`src/rtl/duram_fifo_rd.sv`:
```
// Read-side controller for a duram-based FIFO: issues RAM reads, absorbs the
// one-cycle RAM latency in a 2-entry skid buffer and presents a valid/ready stream.
module duram_fifo_rd #(
    parameter int DATA_WIDTH = 32,
    parameter int ADDR_WIDTH = 5
) (
    input  logic                  Clk,
    input  logic                  Reset,
    input  logic [ADDR_WIDTH:0]   Wr_ptr,
    output logic [ADDR_WIDTH:0]   Rd_ptr,
    output logic [ADDR_WIDTH:0]   Rd_level,
    output logic [ADDR_WIDTH-1:0] Ram_addr,
    input  logic [DATA_WIDTH-1:0] Ram_q,
    input  logic                  Flush,
    output logic [DATA_WIDTH-1:0] Dout,
    output logic                  Dout_valid,
    input  logic                  Dout_ready
);

    logic [ADDR_WIDTH:0]   issue_ptr;
    logic [ADDR_WIDTH:0]   rd_ptr_q;
    logic                  in_flight;
    logic [1:0]            skid_count;
    logic [DATA_WIDTH-1:0] skid_head;
    logic [DATA_WIDTH-1:0] skid_tail;

    logic                  transfer;
    logic                  data_avail;
    logic [1:0]            occupancy;
    logic                  issue;
    logic [1:0]            capture_slot;
    logic [1:0]            skid_count_n;
    logic [DATA_WIDTH-1:0] skid_head_n;
    logic [DATA_WIDTH-1:0] skid_tail_n;

    assign Dout_valid = (skid_count != 2'd0);
    assign Dout       = skid_head;
    assign Ram_addr   = issue_ptr[ADDR_WIDTH-1:0];
    assign Rd_ptr     = rd_ptr_q;
    assign Rd_level   = Wr_ptr - rd_ptr_q;

    assign transfer   = Dout_valid && Dout_ready;
    assign data_avail = (Wr_ptr != issue_ptr);
    assign occupancy  = skid_count + {1'b0, in_flight};

    // A slot freed by this cycle's transfer may be refilled by the word we issue now.
    assign issue = data_avail && !Flush &&
                   ((occupancy < 2'd2) || ((occupancy == 2'd2) && transfer));

    // The captured word lands behind whatever survives this cycle's transfer.
    assign capture_slot = skid_count - {1'b0, transfer};

    // NOTE: every output of this block is defaulted first so no latch is inferred.
    always_comb begin
        skid_head_n  = skid_head;
        skid_tail_n  = skid_tail;
        skid_count_n = skid_count + {1'b0, in_flight} - {1'b0, transfer};
        if (transfer) begin
            skid_head_n = skid_tail;
        end
        if (in_flight) begin
            if (capture_slot == 2'd0) begin
                skid_head_n = Ram_q;
            end else begin
                skid_tail_n = Ram_q;
            end
        end
    end

    // NOTE: sequential state uses non-blocking assignments only, so every
    // register samples the pre-edge values of its neighbours.
    always_ff @(posedge Clk) begin
        if (Reset) begin
            issue_ptr  <= '0;
            rd_ptr_q   <= '0;
            in_flight  <= 1'b0;
            skid_count <= 2'd0;
            // NOTE: the data entries are reset only because the head drives
            // Dout, whose reset value is visible; Flush leaves them alone.
            skid_head  <= '0;
            skid_tail  <= '0;
        end else if (Flush) begin
            issue_ptr  <= Wr_ptr;
            rd_ptr_q   <= Wr_ptr;
            in_flight  <= 1'b0;
            skid_count <= 2'd0;
        end else begin
            if (issue) begin
                issue_ptr <= issue_ptr + 1'b1;
            end
            if (in_flight) begin
                rd_ptr_q <= rd_ptr_q + 1'b1;
            end
            in_flight  <= issue;
            skid_count <= skid_count_n;
            skid_head  <= skid_head_n;
            skid_tail  <= skid_tail_n;
        end
    end

endmodule

```
`config.mk`:
```
export PLATFORM = sky130hd
export DESIGN_NAME = duram_fifo_rd
export DESIGN_NICKNAME = d
export VERILOG_FILES = /design/src/rtl/duram_fifo_rd.sv
export SDC_FILE = /design/constraint.sdc
export NUM_CORES = 1
export LEC_CHECK = 0
export BUFFER_PORTS_ARGS = -buffer_cell sky130_fd_sc_hd__buf_2
export CAP_MARGIN = 40
export CORE_AREA = 2 2 90 92
export CTS_CLUSTER_SIZE = 24
export DETAILED_ROUTE_END_ITERATION = 10
export DIE_AREA = 0 0 92 94
export PLACE_DENSITY = 0.71
export SYNTH_ARGS = -nofsm -noshare
export SYNTH_HDL_FRONTEND = slang
export SYNTH_SLANG_ARGS = --single-unit
```
`constraint.sdc`:
```
create_clock -name Clk -period 1.9 [get_ports Clk]
set_clock_uncertainty 0.1 [all_clocks]
set_input_delay 0.285 -clock Clk [delete_from_list [all_inputs] [get_ports Clk]]
set_output_delay 0.285 -clock Clk [all_outputs]
set_load 0.005 [all_outputs]
```
* Word-level counts from Yosys, hierarchy flattened
Index checks and enable logic that the tools add are counted.
Storage, ports and cells: flip-flop bits (word level) 79, output and inout port bits 50, input port bits 42
Operators by class: order comparisons 1, muxes and demuxes 7, add/subtract/negate cells 6, equality and inequality tests 2, bitwise logic cells 2, reduce and logical (&&, ||, !) cells 12
Operator list (count):
- $mux 32 | 3
- $mux 6 | 4
- $add 6x1->6 const B | 2
- $ne 6x6->1 | 1
- $reduce_bool 2->1 | 3
- $sub 6x6->6 | 1
- $logic_and 1x1->1 | 4
- $sub 2x1->2 | 2
- $reduce_and 3->1 | 1
- $add 2x1->2 | 1
- $eq 2x2->1 const B | 1
- $logic_not 2->1 | 1
- $lt 2x2->1 const B | 1
- $not 1->1 | 2
- $reduce_or 2->1 | 1
- $logic_not 1->1 | 1
- $logic_or 1x1->1 | 1

* Longest topological paths before layout
Gate-level depths: netlist of run 1.
depth in word-level cells 7, gate-level depth with buffers 8, depth with buffers taken out 7

* Worst setup path before layout of run 1
Ideal clock, no wire load.
path kind flip-flop to output port, start point register rd_ptr_q[1] (netlist: Rd_ptr[1]), end point output port Rd_level[5], required time 1.515 ns, slack -0.129 ns, data arrival time 1.644 ns, stages on the path, launching flop included 8, cells stage by stage dfxtp_1 inv_1 ha_1 nor2b_1 o21ai_0 a21boi_0 or4_1 nand3_1
Between the ends: longest elaborated chain between the ends 1
Ends and longest elaborated chain:
- start, declared | line 21 | logic [ADDR_WIDTH:0] rd_ptr_q;
- start signal, assigned | line 84 | rd_ptr_q <= Wr_ptr;
- start signal, assigned | line 92 | rd_ptr_q <= rd_ptr_q + 1'b1;
- $sub 6x6->6 | line 40 | assign Rd_level = Wr_ptr - rd_ptr_q;
- end, declared | line 11 | output logic [ADDR_WIDTH:0] Rd_level,
Every way passes these cells.

* Worst setup path in the final report of run 1
Same ends and word-level chain as after synthesis.

==> metrics.yaml, run 1 <==
maxCapViolations: 0
r2r_slack_ns: -0.14
min_to: "skid_tail[3]"
core_sq_um: 7607
final-setup-viol-count: 12
finalInstanceArea_sq_um: 5056
status: "finished, violations left"
ir_drop_mv: 0.5417
die_y_um: 94
tightest_slew_ns: 0.4849
areaGrowthSynthToFinish_pct: 41.24
via_count: 3294
finalPower_mw: 4.001
timing.rr.end: "issue_ptr[2]"
gr-total-overflow: 0
postRouteAntennaNets: 0
num-nets-final: 562
grt_pass1_wl_mm: 14.09
hold_buffers: 0
synth.net_count: 449
dpl_worst_slack_ns: -0.1596
syn_area_sq_um: 3580
numCtsBuffers: 9
place_congestion: 0.7830
drt_pass1_iterations: 5
synthArstFlopShare: 0
drt-vias-per-instance: 5.339
relSlewSlack: 0.6767
grtUsageTotal: 0.2049
cp.arrival_ns: 1.88
min_path_type: "in -> reg"
yosysSeqAreaShare: 0.4418
hpwl_mm: 6.037
rr_worst_depth: 7
cts.htree.levels: 3
final_common_cell: "buf_2"
clk_pin_slew_ns: 0.09
crit_fanout: 2
clock_sinks: 79
power.leakage_nw: 2.363
clk_root_buffer_cell: "clkbuf_8"
place_area_sq_um: 4284
routedWlPerCell_um: 15.85
grt_pass1_vias: 2987
grt_max_degree: 40
dieWidth_um: 92
clockBufferDepth: 2
antenna_found_initial: 0
final_cell_mix: "91 x buf_2, 74 x dfxtp_1, 44 x nor2_1"
hold_violations: 0
violations: "negative setup slack"
setup_ws_ns: -0.3611
layout-drive-gt1-share: 0.4466
rows: 32
synth_seq_cells: 79
dieArea_sq_um: 8648
worst_setup_path_start_kind: "register"
hp-start: "Ram_q[3]"
crit_required_ns: 1.51
synth.distinct_cells: 42
cts_tree: "yes"
hold_depth: 3
yosys_warnings: 0
power_density_nw_per_um2: 791.3
initial_core_util: 0.4706
rr_startpoint: "skid_count[0]"
synth-edff-count: 0
rsz0062_at_grt: "true"
io_buffers: 91
antenna_cells: 0
avgSynthCellArea_sq_um: 9.017
slew_viol_final: 0
cp-end-kind: "primary output"
drc: 0
drt_iter0_markers: 142
finalCritPeriodShare: 1.190
max_freq_mhz: 442.3
routed_wl_mm: 9.780
synth_ff_type: "dfxtp_1"
critical_path_class: "reg -> out"
worstSkewPairLatency_ns: 0.35
synthCells: 397
io_pins: 92
final.min_clock_period_ns: 2.261
## metal layers
metal  GRT usage  part of all wire  up-vias  wire length (um)
li1            -                 -     1623                 -
met1      0.2558              0.43     1580              4223
met2      0.3468              0.51       78              4954
met3     0.05217             0.049       13               482
met4     0.06716             0.012        0               119
met5           0                 0        -                 0
## layout make-up
| type | instances | area, sq um |
|---|---|---|
| clock buffer | 10 | 127.6 |
| clock inverter | 6 | 92.59 |
| fill | 604 | 2551 |
| inverter | 19 | 71.32 |
| multi-input combinational | 265 | 2138 |
| sequential | 79 | 1588 |
| tap | 102 | 127.6 |
| timing repair buffer | 136 | 910.9 |
## synth_stat cells, drive strengths merged (2+ instances only)
cell	instances	area [sq um]
ha	9	112.6
xor2	3	26.28
a211oi	29	227.7
nor3b	2	15.01
nand4	3	18.77
a311oi	4	35.03
a21oi	11	66.32
nor3	6	30.03
xnor2	12	105.1
mux2i	33	330.3
inv	19	71.32
nand3	3	15.01
o21a	3	22.52
clkbuf	18	67.56
nand2	17	63.81
o31a	3	26.28
o21ai	6	30.03
o211ai	2	15.01
a21boi	5	37.54
o22ai	28	175.2
buf	16	108.9
nor2b	6	37.54
dfxtp	79	1582
nor2	68	255.2
## state kept, by name (all words and copies together) (netlist names)
| name | flops |
|---|---|
| Dout | 32 |
| skid_tail | 32 |
| Rd_ptr | 6 |
| issue_ptr | 6 |
| skid_count | 2 |
| in_flight | 1 |
## worst max-delay path by stage
stage                              from            to  slack [ns]  cells past startpoint
after floorplan           skid_count[0]  issue_ptr[5]       0.005                      7
after global placement        Wr_ptr[1]   Rd_level[5]       -0.12                      8
after detailed placement      Wr_ptr[1]   Rd_level[5]       -0.16                      8
after CTS                     Rd_ptr[1]   Rd_level[5]       -0.40                      8
after global routing          Rd_ptr[1]   Rd_level[5]       -0.47                      8
final                         Rd_ptr[1]   Rd_level[5]       -0.36                      8
## critical path, cell delays in order (launching register included)
cell and delay [ns]:
dfxtp_2 0.34, inv_2 0.05, ha_4 0.21, nor2b_4 0.12, o21ai_2 0.14, a21boi_1 0.10
or4_1 0.40, nand3_1 0.07, buf_2 0.10
## power by group
part           switching (mW)  leakage, nW  internal (mW)  total (mW)
combinational           0.406         1.61          0.399       0.805
sequential             0.0580        0.646           1.73        1.79
clock                   0.658        0.103          0.748        1.41
## what timing repair did
item                                    CTS  global route
resized for setup                        19            89
cloned                                    0             2
endpoints found under the setup margin   14            44
buffers inserted                          2             8
pin swaps                                10            39
## logic make-up after synthesis
logic type | synth area share
AO/OA/AOI/OAI | 0.1821
buffers and inverters | 0.06921
flip-flops | 0.4418
AND/OR/NAND/NOR | 0.1377
multiplexers | 0.09542
adder cells (fa/ha/maj) | 0.03705
XOR/XNOR | 0.03670
## stage by stage
stage,cells,util,TNS [ns],hold slack [ns]
final,617,0.6646,-1.503,0.07101
after global routing,617,0.6646,-2.562,0.05160
after CTS,608,0.6054,-0.8704,0.06238
after detailed placement,590,0.5632,-0.9661,0.3750
after global placement,590,0.5632,-0.3248,0.3688
after floorplan,397,-,0,0.3289
No activity file was read; power rests on OpenSTA's default activity.
==> run 2: changes to the inputs <==
Settings changed: CORE_AREA 2 2 90 92 to 2 2 89 91, CTS_BUF_LIST from default to sky130_fd_sc_hd__clkbuf_4 sky130_fd_sc_hd__clkbuf_8, DIE_AREA 0 0 92 94 to 0 0 91 93, PLACE_DENSITY 0.71 to 0.72.
==> run 2 against run 1 <==
Effect of this change:
- the flow still finishes with violations (negative setup slack)
- total power fell by 2.4%
- die area fell by 2.1%
- worst setup slack improved by 0.0043 ns
- sequential cell count did not move
- largest power group unchanged
- register-to-register slack improved by 0.04 ns
- worst hold slack improved by 0.0030 ns
- final cell count rose by 0.32%
- highest routed layer unchanged
- combinational power fell by 2.5%
- sequential power barely moved
- clock power fell by 6%
- count of clock-buffer cells in the layout did not move
==> metrics.yaml, run 2 (synthesis gave the netlist of run 1 again) <==
drc: 0  # unchanged
worstSkewPairLatency_ns: 0.36  # was 0.35 ns
min_path_type: "in -> reg"  # unchanged
postRouteAntennaNets: 0  # unchanged
dieWidth_um: 91  # was 92 um
final_cell_mix: "91 x buf_2, 73 x dfxtp_1, 53 x nor2_1"  # was 91 x buf_2, 74 x dfxtp_1, 44 x nor2_1
num-nets-final: 564  # was 562
grt_max_degree: 59  # was 40
dieArea_sq_um: 8463  # was 8648 sq um
max_freq_mhz: 443.1  # was 442.3 MHz
drt_pass1_iterations: 5  # unchanged
initial_core_util: 0.4756  # was 0.4706
io_buffers: 91  # unchanged
clock_sinks: 79  # unchanged
rsz0062_at_grt: "true"  # unchanged
antenna_cells: 0  # unchanged
status: "finished, violations left"  # unchanged
drt-vias-per-instance: 5.323  # was 5.339
die_y_um: 93  # was 94 um
rr_startpoint: "skid_count[0]"  # unchanged
cts.htree.levels: 3  # unchanged
hold_buffers: 0  # unchanged
grt_pass1_vias: 3206  # was 2987
cp.arrival_ns: 1.87  # was 1.88 ns
final_common_cell: "buf_2"  # unchanged
fillers: 639  # was 604
grtUsageTotal: 0.2141  # was 0.2049
areaGrowthSynthToFinish_pct: 39.22  # was 41.24%
grt_pass1_wl_mm: 14.65  # was 14.09 mm
routedWlPerCell_um: 15.50  # was 15.85 um
clk_pin_slew_ns: 0.09  # about the same
worst_setup_path_start_kind: "register"  # unchanged
slew_viol_final: 0  # unchanged
via_count: 3295  # was 3294
antenna_found_initial: 0  # unchanged
numCtsBuffers: 9  # unchanged
cp-end-kind: "primary output"  # unchanged
final-setup-viol-count: 27  # was 12
final.min_clock_period_ns: 2.257  # was 2.261 ns
hold_depth: 3  # unchanged
crit_fanout: 2  # unchanged
finalCritPeriodShare: 1.188  # was 1.190
core_sq_um: 7527  # was 7607 sq um
min_to: "skid_tail[18]"  # was skid_tail[3]
critical_path_class: "reg -> out"  # unchanged
io_pins: 92  # unchanged
r2r_slack_ns: -0.10  # was -0.14 ns
cts_tree: "yes"  # unchanged
rows: 32  # unchanged
drt_iter0_markers: 152  # was 142
violations: "negative setup slack"  # unchanged
fin_util: 0.6621  # was 0.6646
place_area_sq_um: 4282  # was 4284 sq um
relSlewSlack: 0.7130  # was 0.6767
routed_wl_mm: 9.595  # was 9.780 mm
place_congestion: 0.7820  # was 0.7830
hp-start: "Ram_q[18]"  # was Ram_q[3]
power.leakage_nw: 2.350  # was 2.363 nW
dpl_worst_slack_ns: -0.1593  # was -0.1596 ns
rr_worst_depth: 9  # was 7
crit_required_ns: 1.51  # about the same
ir_drop_mv: 0.3724  # was 0.5417 mV
hpwl_mm: 6.177  # was 6.037 mm
hold_violations: 0  # unchanged
setup_ws_ns: -0.3568  # was -0.3611 ns
gr-total-overflow: 0  # unchanged
clockBufferDepth: 2  # unchanged
maxCapViolations: 0  # unchanged
finalInstanceArea_sq_um: 4984  # was 5056 sq um
clk_root_buffer_cell: "clkbuf_8"  # unchanged
timing.rr.end: "Dout[13]"  # was issue_ptr[2]
power_density_nw_per_um2: 783.2  # was 791.3 nW/um^2
tightest_slew_ns: 0.4305  # was 0.4849 ns
layout-drive-gt1-share: 0.4236  # was 0.4466
==> run 2: changes by cell type in the layout (fill, tap and decap cells not counted), sizes merged <==
cell | before | now
clkbuf | 11 | 10
buf | 135 | 138
bufinv | 2 | 1
clkinvlp | 2 | 1
inv | 20 | 22
==> run 2: critical path, cell delays in order (launching register included) <==
cell	delay [ns]
dfxtp_2	0.33
inv_2	0.07
ha_4	0.20
nor2b_4	0.13
o21ai_4	0.13
a21boi_2	0.08
or4_1	0.39
nand3_1	0.09
buf_2	0.11
==> run 2: how the worst max path moves through the flow <==
stage                   endpoint  slack, ns     startpoint  cells past startpoint
floorplan           issue_ptr[5]      0.005  skid_count[0]                      7
global placement     Rd_level[5]      -0.12      Wr_ptr[1]                      8
finish               Rd_level[5]      -0.36      Rd_ptr[1]                      8
detailed placement   Rd_level[4]      -0.16      Wr_ptr[0]                      8
CTS                  Rd_level[5]      -0.41      Rd_ptr[1]                      8
global route         Rd_level[5]      -0.43      Rd_ptr[1]                      8
==> run 2: layout make-up <==
type	count	area, sq um	area share
Timing Repair Buffer	138	948.4	0.1903
Clock inverter	6	75.07	0.01506
Multi-Input combinational cell	265	2034	0.4082
Sequential cell	79	1589	0.3189
Tap cell	102	127.6	0.02561
Inverter	19	71.32	0.01431
Clock buffer	10	137.6	0.02762
==> run 2: per-layer routing <==
metal / global-route usage / vias up / share of wire
li1: - / 1618 / -
met1: 0.2618 / 1558 / 0.42
met2: 0.3698 / 100 / 0.51
met3: 0.04754 / 19 / 0.051
met4: 0.08081 / 0 / 0.018
met5: 0 / - / 0
==> run 2: power breakdown <==
group,leakage [nW],switching (mW),total [mW],internal (mW)
Sequential,0.646,0.0517,1.78,1.73
Clock,0.105,0.670,1.33,0.664
Combinational,1.60,0.392,0.785,0.393
==> run 2: timing repair <==
item                                    CTS  global route
cloned                                    2             1
endpoints found under the setup margin   16            44
buffers inserted                          2            13
resized for setup                        20            75
pin swaps                                18            26
==> run 2: through the flow <==
step | TNS [ns] | cells | hold WS (ns) | power (mW)
after global placement | -0.3516 | 588 | 0.3625 | 2.414
after global routing | -4.427 | 619 | 0.05672 | 4.086
after floorplan | 0 | 397 | 0.3289 | 2.167
after CTS | -2.655 | 607 | 0.06061 | 3.808
after detailed placement | -1.052 | 588 | 0.3731 | 2.440
final | -1.789 | 619 | 0.07398 | 3.903
